## config.mk

```make
export PLATFORM = sky130hd
export DESIGN_NAME = ball_kinematics
export DESIGN_NICKNAME = d
export VERILOG_FILES = /design/src/rtl/ball_kinematics_pkg.sv /design/src/rtl/ball_kinematics_fx_sat_add.sv /design/src/rtl/ball_kinematics.sv
export SDC_FILE = /design/constraint.sdc
export NUM_CORES = 1
export LEC_CHECK = 0
export CORE_MARGIN = 4
export CORE_UTILIZATION = 55
export CTS_CLUSTER_SIZE = 40
export DETAILED_ROUTE_END_ITERATION = 12
export GPL_TIMING_DRIVEN = 0
export HOLD_SLACK_MARGIN = 0.08
export PLACE_DENSITY = 0.78
export RECOVER_POWER = 100
export REMOVE_ABC_BUFFERS = 1
export SYNTH_ARGS = -nofsm -noshare
export SYNTH_HDL_FRONTEND = slang
export SYNTH_SLANG_ARGS = --single-unit
```

## constraint.sdc

```tcl
create_clock -name clk -period 16 [get_ports clk]
set_input_delay 4.8 -clock clk [delete_from_list [all_inputs] [get_ports clk]]
set_output_delay 4.8 -clock clk [all_outputs]
set_load 0.005 [all_outputs]
```

## src/rtl/ball_kinematics_pkg.sv

```systemverilog
// Shared definitions for the basketball projectile integrator.
// FSM encoding, termination codes and default fixed-point constants.
package ball_kinematics_pkg;

    typedef enum logic [1:0] {
        S_IDLE   = 2'd0,
        S_FLIGHT = 2'd1,
        S_DONE   = 2'd2
    } state_e;

    localparam logic [1:0] DONE_NONE    = 2'd0;
    localparam logic [1:0] DONE_OOB     = 2'd1;
    localparam logic [1:0] DONE_SETTLED = 2'd2;
    localparam logic [1:0] DONE_MAX     = 2'd3;

    // Shared with the shot controller so both agree on the number format.
    localparam int DEF_FRAC_BITS = 8;
    localparam int DEF_GRAVITY   = 64;

endpackage

```

## src/rtl/ball_kinematics_fx_sat_add.sv

```systemverilog
// Signed saturating adder.
// Clamps to the most positive / most negative W-bit value on overflow.
module fx_sat_add #(
    parameter int W = 16
) (
    input  logic signed [W-1:0] a,
    input  logic signed [W-1:0] b,
    output logic signed [W-1:0] sum
);

    logic signed [W:0] full;

    // Add one bit wider, then clamp when the top two bits disagree.
    always_comb begin
        full = {a[W-1], a} + {b[W-1], b};
        sum  = full[W-1:0];
        if (full[W] != full[W-1]) begin
            sum = full[W] ? {1'b1, {(W-1){1'b0}}} : {1'b0, {(W-1){1'b1}}};
        end
    end

endmodule

```

## src/rtl/ball_kinematics.sv

```systemverilog
// Fixed-point projectile integrator for the shot path.
// Semi-implicit Euler per frame tick with floor bounces and side walls.
module ball_kinematics
    import ball_kinematics_pkg::*;
#(
    parameter int FRAC_BITS    = DEF_FRAC_BITS,
    parameter int X_INT_W      = 10,
    parameter int Y_INT_W      = 10,
    parameter int VEL_W        = 16,
    parameter int GRAVITY      = DEF_GRAVITY,
    parameter int SCREEN_W     = 640,
    parameter int FLOOR_Y      = 440,
    parameter int BOUNCE_SHIFT = 1,
    parameter int MAX_BOUNCES  = 3,
    parameter int VMIN         = 128
) (
    input  logic               clk,
    input  logic               rst_n,
    input  logic               frame_tick,
    input  logic               launch,
    input  logic [X_INT_W-1:0] x0,
    input  logic [Y_INT_W-1:0] y0,
    input  logic [VEL_W-1:0]   vx0,
    input  logic [VEL_W-1:0]   vy0,
    output logic               ready,
    output logic               busy,
    output logic [X_INT_W-1:0] pixel_x,
    output logic [Y_INT_W-1:0] pixel_y,
    output logic               done,
    output logic [1:0]         done_code,
    output logic [1:0]         bounce_cnt
);

    localparam int XW = X_INT_W + 2 + FRAC_BITS;
    localparam int YW = Y_INT_W + 2 + FRAC_BITS;

    localparam logic signed [XW-1:0]    X_LIM   = XW'(SCREEN_W << FRAC_BITS);
    localparam logic signed [XW-1:0]    X_CLAMP = XW'((SCREEN_W - 1) << FRAC_BITS);
    localparam logic signed [YW-1:0]    Y_FLOOR = YW'(FLOOR_Y << FRAC_BITS);
    localparam logic signed [VEL_W-1:0] GRAV    = VEL_W'(GRAVITY);
    localparam logic signed [VEL_W-1:0] V_MIN   = VEL_W'(VMIN);
    localparam logic [1:0]              MAXB    = 2'(MAX_BOUNCES);

    state_e state_q, state_d;
    logic signed [XW-1:0]    x_q, x_d;
    logic signed [YW-1:0]    y_q, y_d;
    logic signed [VEL_W-1:0] vx_q, vx_d;
    logic signed [VEL_W-1:0] vy_q, vy_d;
    logic [1:0]              code_q, code_d;
    logic [1:0]              bcnt_q, bcnt_d;

    logic signed [VEL_W-1:0] vy_n;
    logic signed [VEL_W-1:0] vy_half;
    logic signed [XW-1:0]    vx_ext, x_n;
    logic signed [YW-1:0]    vy_ext, y_n;
    logic [1:0]              bcnt_inc;

    assign vx_ext = {{(XW-VEL_W){vx_q[VEL_W-1]}}, vx_q};
    assign vy_ext = {{(YW-VEL_W){vy_n[VEL_W-1]}}, vy_n};

    fx_sat_add #(.W(VEL_W)) u_vy_add (.a(vy_q), .b(GRAV),   .sum(vy_n));
    fx_sat_add #(.W(XW))    u_x_add  (.a(x_q),  .b(vx_ext), .sum(x_n));
    fx_sat_add #(.W(YW))    u_y_add  (.a(y_q),  .b(vy_ext), .sum(y_n));

    assign vy_half  = vy_n >>> BOUNCE_SHIFT;
    assign bcnt_inc = (bcnt_q == 2'd3) ? 2'd3 : bcnt_q + 2'd1;

    // Next-state: launch capture, per-tick integration, floor and wall handling.
    always_comb begin
        state_d = state_q;
        x_d     = x_q;
        y_d     = y_q;
        vx_d    = vx_q;
        vy_d    = vy_q;
        code_d  = code_q;
        bcnt_d  = bcnt_q;
        unique case (state_q)
            S_IDLE: begin
                if (launch) begin
                    x_d     = {2'b00, x0, {FRAC_BITS{1'b0}}};
                    y_d     = {2'b00, y0, {FRAC_BITS{1'b0}}};
                    vx_d    = vx0;
                    vy_d    = vy0;
                    bcnt_d  = 2'd0;
                    code_d  = DONE_NONE;
                    state_d = S_FLIGHT;
                end
            end
            S_FLIGHT: begin
                if (frame_tick) begin
                    vy_d = vy_n;
                    x_d  = x_n;
                    y_d  = y_n;
                    if (x_n[XW-1]) begin
                        x_d    = '0;
                        code_d = DONE_OOB;
                    end else if (x_n >= X_LIM) begin
                        x_d    = X_CLAMP;
                        code_d = DONE_OOB;
                    end else if (y_n >= Y_FLOOR && !vy_n[VEL_W-1] && vy_n != '0) begin
                        y_d    = Y_FLOOR;
                        vy_d   = -vy_half;
                        bcnt_d = bcnt_inc;
                        if (bcnt_inc == MAXB) begin
                            code_d = DONE_MAX;
                        end else if (vy_half < V_MIN) begin
                            code_d = DONE_SETTLED;
                        end
                    end
                    if (code_d != DONE_NONE) begin
                        state_d = S_DONE;
                    end
                end
            end
            S_DONE: begin
                state_d = S_IDLE;
            end
            default: begin
                state_d = S_IDLE;
            end
        endcase
    end

    // State and kinematic registers with synchronous active-low reset.
    always_ff @(posedge clk) begin
        if (!rst_n) begin
            state_q <= S_IDLE;
            x_q     <= '0;
            y_q     <= '0;
            vx_q    <= '0;
            vy_q    <= '0;
            code_q  <= DONE_NONE;
            bcnt_q  <= 2'd0;
        end else begin
            state_q <= state_d;
            x_q     <= x_d;
            y_q     <= y_d;
            vx_q    <= vx_d;
            vy_q    <= vy_d;
            code_q  <= code_d;
            bcnt_q  <= bcnt_d;
        end
    end

    assign ready      = (state_q == S_IDLE);
    assign busy       = (state_q == S_FLIGHT);
    assign done       = (state_q == S_DONE);
    assign done_code  = code_q;
    assign bounce_cnt = bcnt_q;
    assign pixel_x    = x_q[FRAC_BITS +: X_INT_W];
    assign pixel_y    = y_q[YW-1] ? '0 : y_q[FRAC_BITS +: Y_INT_W];

endmodule

```

==> results of run 1 <==
[routing by layer]
| layer | routed length [um] | track usage | vias up | part of all wire |
|---|---|---|---|---|
| met3 | 1280 | 0.0528 | 22 | 0.067 |
| met2 | 8310 | 0.406 | 220 | 0.44 |
| met5 | 0 | 0 | - | 0 |
| met4 | 337 | 0.0802 | 0 | 0.018 |
| li1 | - | - | 3474 | - |
| met1 | 9140 | 0.368 | 3249 | 0.48 |
[final timing paths]
| path | endpoint | slack [ns] | cells after the start |
|---|---|---|---|
| max | vy_q[8] | 7.14 | 8 |
| min | y_q[5] | 0.47 | 2 |
| max reg2reg | vy_q[8] | 9.05 | 19 |
| min reg2reg | y_q[5] | 0.47 | 2 |
[power by group]
part	switching, mW	internal, mW	total (mW)
Sequential	0.0233	0.215	0.238
Clock	0.0940	0.109	0.203
Combinational	0.277	0.179	0.456
[registers in the layout, summed over array words and instances, names as in the netlist]
register and flops:
state_q 2, vx_q 16, done_code 2, x_q 19, bounce_cnt 2, vy_q 16, y_q 20
[cell type report]
class	instances	share of cell area
Multi-Input combinational cell	750	0.617
Sequential cell	77	0.197
Timing Repair Buffer	85	0.108
Clock buffer	9	0.0287
Tap cell	168	0.0268
Inverter	32	0.0153
Clock inverter	7	0.00798
[worst reg2reg max path: stages, from the launching register on]
cell	delay (ns)
dfxtp_1	0.51
nand4_1	0.28
nor3_1	0.28
nand4_1	0.16
xnor2_1	0.17
ha_1	0.80
o311ai_0	0.61
o21ai_0	0.36
inv_1	0.12
ha_1	0.38
o211ai_1	0.11
o211ai_1	0.20
nand2_1	0.20
a2111o_1	0.46
a41o_1	0.29
a211o_1	0.26
a2111o_1	0.58
nand2b_4	0.45
a311o_1	0.47
o21a_1	0.16
[layout by cell type, fill, tap and decap left out, drive strengths merged, types with 28 or more instances in the layout]
cell type,count
nand3,28
inv,37
clkdlybuf4s50,54
a21oi,79
o21ai,90
nor2,56
ha,46
dfxtp,77
nand2,103
a21boi,38
[per-stage QoR]
step / cell area [um2] / cells / hold WS (ns) / util
final: 7840 / 1128 / 0.470 / 0.648
after global routing: 7840 / 1128 / 0.491 / 0.648
after CTS: 7900 / 1128 / 0.471 / 0.652
after detailed placement: 7610 / 1112 / 0.462 / 0.628
after global placement: 7540 / 1109 / 0.459 / 0.623
after floorplan: 6510 / 859 / 0.427 / -
[cell families (layout without fill, tap and decap cells)]
kind of cell	Yosys count	in the layout
AO/OA/AOI/OAI	360	360
XOR/XNOR	38	38
adder cells (fa/ha/maj)	48	48
AND/OR/NAND/NOR	298	298
buffers and inverters	100	133
flip-flops	77	77
multiplexers	6	6
==> flow_summary.toml, run 1 <==
[floorplanning]
die_w_um = 120
die_y_um = 120
io-pin-count = 83
initial_core_util = 0.565
rows = 40
dieArea_mm2 = 0.0143
core_area_mm2 = 0.0121

[final_layout]
n_fill_cell = 1137
drive_gt1_frac = 0.0344
multi_input_area_mm2 = 0.00484
register_area_mm2 = 0.00154
layout.nets = 1059
layout-area-overhead-vs-synth_pct = 14.6
antennaDiodeCount = 0

[critical_path]
slowest_delay_ns = 1.62
end_kind = "flip-flop"
crit_arrival_ns = 9.16
critPathTopFamily = "simple AND/OR/NAND/NOR gates"
worst_setup_path_start_kind = "primary input"
cp_cell_sequence = "dlygate4sd3_1, and2_0, nor2_1, clkbuf_1, a21oi_1, nor2_1, a311o_1, o21a_1"
critPathKind = "primary input to flip-flop"
crit_fanout = 26
cp_common_cell = "nor2_1"
crit_start = "launch"
path_buf_inv = 2
r2r-start = "vy_q[9]"
cp.required_ns = 16.30
slowest_stage = "nor2_1"

[global_route]
antenna_found_initial = 0
grtUsageTotal = 0.262
grt_pass1_wl_um = 30900
grt-ovfl-total = 0
grt_pass1_vias = 6220
grt_max_degree = 55

[logic_synthesis]
synth_area_leaders = "dfxtp_1 23%, ha_1 8.4%, o21ai_0 6.5%, a21oi_1 5.7%, nand2_1 5.6%"
syn_inst = 927
yosys.cell_types.count = 72
yosys_warnings = 0
muxShareOfSynthArea = 0.00896
yosysMostFrequentCell = "nand2_1"
syn_area_mm2 = 0.00685
yosys-top-cells-count = "103 x nand2_1, 89 x o21ai_0, 78 x a21oi_1"
synth_edf_count = 0
synth_top_area_frac = 0.225
ys_ff_latch = 77
synth_xor_xnor_area_share = 0.0486
synth_flop_cell = "dfxtp_1"
synth_simple_gate_area_frac = 0.214
ys_seq_area_frac = 0.225
synth_area_per_cell_um2 = 7.38
synthAdderAreaFrac = 0.0899
synth_compound_area_frac = 0.347
synth_top_cell_by_area = "dfxtp_1"
async_reset_ff_frac = 0
synth_top_family_by_area = "compound AO/OA/AOI/OAI gates"

[clock_tree]
cts_root_buffer = "clkbuf_16"
cts_tree = "done"
cts_made_buffers = 9
postCtsHoldBufs = 0
clock-sinks = 77
post-cts-setup-buffers = 0
post_cts_resize_count = 0
cts_max_level = 3
clock_path_buffers = 2
clk_latency_ns = 0.35
path_clk_slew_ns = 0.07

[sta]
skew_ns = 0.00732
finalMaxSlewViolations = 61
fmax_ghz = 0.113
max-slew-margin-rel = -0.295
period_share = 0.554
final.min_clock_period_ns = 8.86
grt_setup_unrepaired = "false"
tightest_slew_ns = 1.94
hold_viol = 0
worst_slack_ns = 7.14
setup_viol = 0
tns_ns = 0

[pwr]
power_density_mw_per_mm2 = 114
power_mw = 0.897
power.leakage_nw = 3.19
ir_drop_mv = 0.107

[detailed_routing]
drt_iter0_markers = 572
vias_per_cell = 6.17
vias = 6965
postRouteAntennaNets = 0
wirelength_um = 19100
dr.pass1.iters = 7
routedWlPerCell_um = 16.9
drc_errors = 0

[placed_design]
port_buffers = 82
gp_congestion = 0.939
dpl_worst_slack_ns = 7.87
post-dp-hpwl_um = 13400

[outcome]
violations = "max-capacitance violations, max-slew violations"
status = "finished with violations"

[job]
maxCapViolCount = 2

[hold_path]
hold_start = "y_q[5]"
worst_hold_path_type = "flip-flop to flip-flop"
Power figures use the tool's default switching activity.
==> run 2: changes to the inputs <==
- clock period: 16 -> 9.3 ns (I/O delays scaled with it)
==> flow_summary.toml, run 2 (synthesis results as in run 1) <==
[sta]
fmax_ghz = 0.143
max-slew-margin-rel = -0.290
tns_ns = 0
grt_setup_unrepaired = "false"
finalMaxSlewViolations = 78
skew_ns = 0.00650
hold_slack_ns = 0.471
final.min_clock_period_ns = 6.98
period_share = 0.750
worst_slack_ns = 2.32
tightest_slew_ns = 1.93
hold_viol = 0
setup_viol = 0

[clock_tree]
post-cts-setup-buffers = 0
clock-sinks = 77
path_clk_slew_ns = 0.07
cts_made_buffers = 9
cts_tree = "done"
clock_path_buffers = 2
post_cts_resize_count = 0
cts_max_level = 3
cts_root_buffer = "clkbuf_16"
postCtsHoldBufs = 0
clk_latency_ns = 0.35

[placed_design]
place_inst = 1112
port_buffers = 82
gp_congestion = 0.939
post-dp-hpwl_um = 13400
dpl_worst_slack_ns = 2.87

[final_layout]
layout-area-overhead-vs-synth_pct = 14.5
top_register = "y_q"
antennaDiodeCount = 0
stdcell_count = 1128
top_regs = "y_q x20, x_q x19"
utilization = 0.647
layout.cells.most_common = "nand2_1"
drive_gt1_frac = 0.0333
n_fill_cell = 1139
multi_input_area_mm2 = 0.00483
layout.nets = 1059
largest_register_ffs = 20
layout_common_cells = "103 x nand2_1, 89 x o21ai_0, 78 x a21oi_1"
register_area_mm2 = 0.00154

[global_route]
grt_max_degree = 55
grtUsageTotal = 0.262
grt_pass1_vias = 6220
gr-usage-met1 = 0.368
gr-max-usage-layer = "met2"
use_met3 = 0.0528
grt-ovfl-total = 0
antenna_found_initial = 0
grt_pass1_wl_um = 30900
grt.met2_usage = 0.406

[floorplanning]
core_area_mm2 = 0.0121
die_y_um = 120
die_w_um = 120
dieArea_mm2 = 0.0143
io-pin-count = 83
initial_core_util = 0.565
rows = 40

[detailed_routing]
wirelength_um = 19100
vias_per_cell = 6.20
drt_iter0_markers = 576
postRouteAntennaNets = 0
drc_errors = 0
routedWlPerCell_um = 16.9
dr.pass1.iters = 7
vias = 6988

[critical_path]
cp.required_ns = 9.58
reg2reg_depth = 19
r2r_setup_slack_ns = 2.32
crit_start = "vy_q[9]"
crit_fanout = 27
end_kind = "flip-flop"
r2r-start = "vy_q[9]"
critPathKind = "flip-flop to flip-flop"
crit_arrival_ns = 7.26
worst_setup_path_start_kind = "flip-flop"

[pwr]
power_density_mw_per_mm2 = 197
ir_drop_mv = 0.184
power.leakage_nw = 3.19

[outcome]
violations = "max-capacitance violations, max-slew violations"
status = "finished with violations"

[job]
maxCapViolCount = 3

[hold_path]
worst_hold_path_type = "flip-flop to flip-flop"
hold_start = "y_q[5]"
min_path_cells = 2
[run 2: cell counts in the layout (fill, tap and decap cells not counted)]
No cell type changed its count.
[run 2: worst max-delay path, stage by stage, from the launching register on]
cell and delay, ns:
dfxtp_1 0.50, nand4_1 0.28, nor3_1 0.27, nand4_1 0.16, xnor2_1 0.17, ha_1 0.79
o311ai_0 0.61, o21ai_0 0.36, inv_1 0.12, ha_1 0.38, o211ai_1 0.11, o211ai_1 0.20
nand2_1 0.20, a2111o_1 0.45, a31oi_1 0.32, nand3_1 0.21, mux2i_1 1.23, nand2b_1 0.23
nand4_1 0.09, a21boi_0 0.20
[run 2: report_power, final]
group | internal [mW] | switching, mW
Combinational | 0.308 | 0.478
Sequential | 0.369 | 0.0401
Clock | 0.187 | 0.161
[run 2: cell type report]
class,count,share of cell area
Clock buffer,9,0.0287
Clock inverter,7,0.00798
Inverter,32,0.0153
Multi-Input combinational cell,750,0.617
Sequential cell,77,0.197
Tap cell,168,0.0268
Timing Repair Buffer,85,0.108
[run 2: final timing paths]
| check | endpoint |
|---|---|
| setup / recovery | y_q[5] |
| hold / removal | y_q[5] |
| setup reg to reg | y_q[5] |
| hold reg to reg | y_q[5] |
[run 2: through the flow]
step           power, mW  cell area [um2]
2_1_floorplan      0.968             6510
3_3_place_gp        1.18             7540
3_5_place_dp        1.19             7610
4_1_cts             1.55             7900
5_1_grt             1.65             7840
6_report            1.54             7840
[run 2: routing by layer]
layer | part of all wire | vias to the layer above | wire length [um]
met5 | 0 | - | 0
met4 | 0.018 | 0 | 337
met3 | 0.064 | 23 | 1230
met2 | 0.44 | 224 | 8370
met1 | 0.48 | 3264 | 9160
li1 | - | 3477 | -
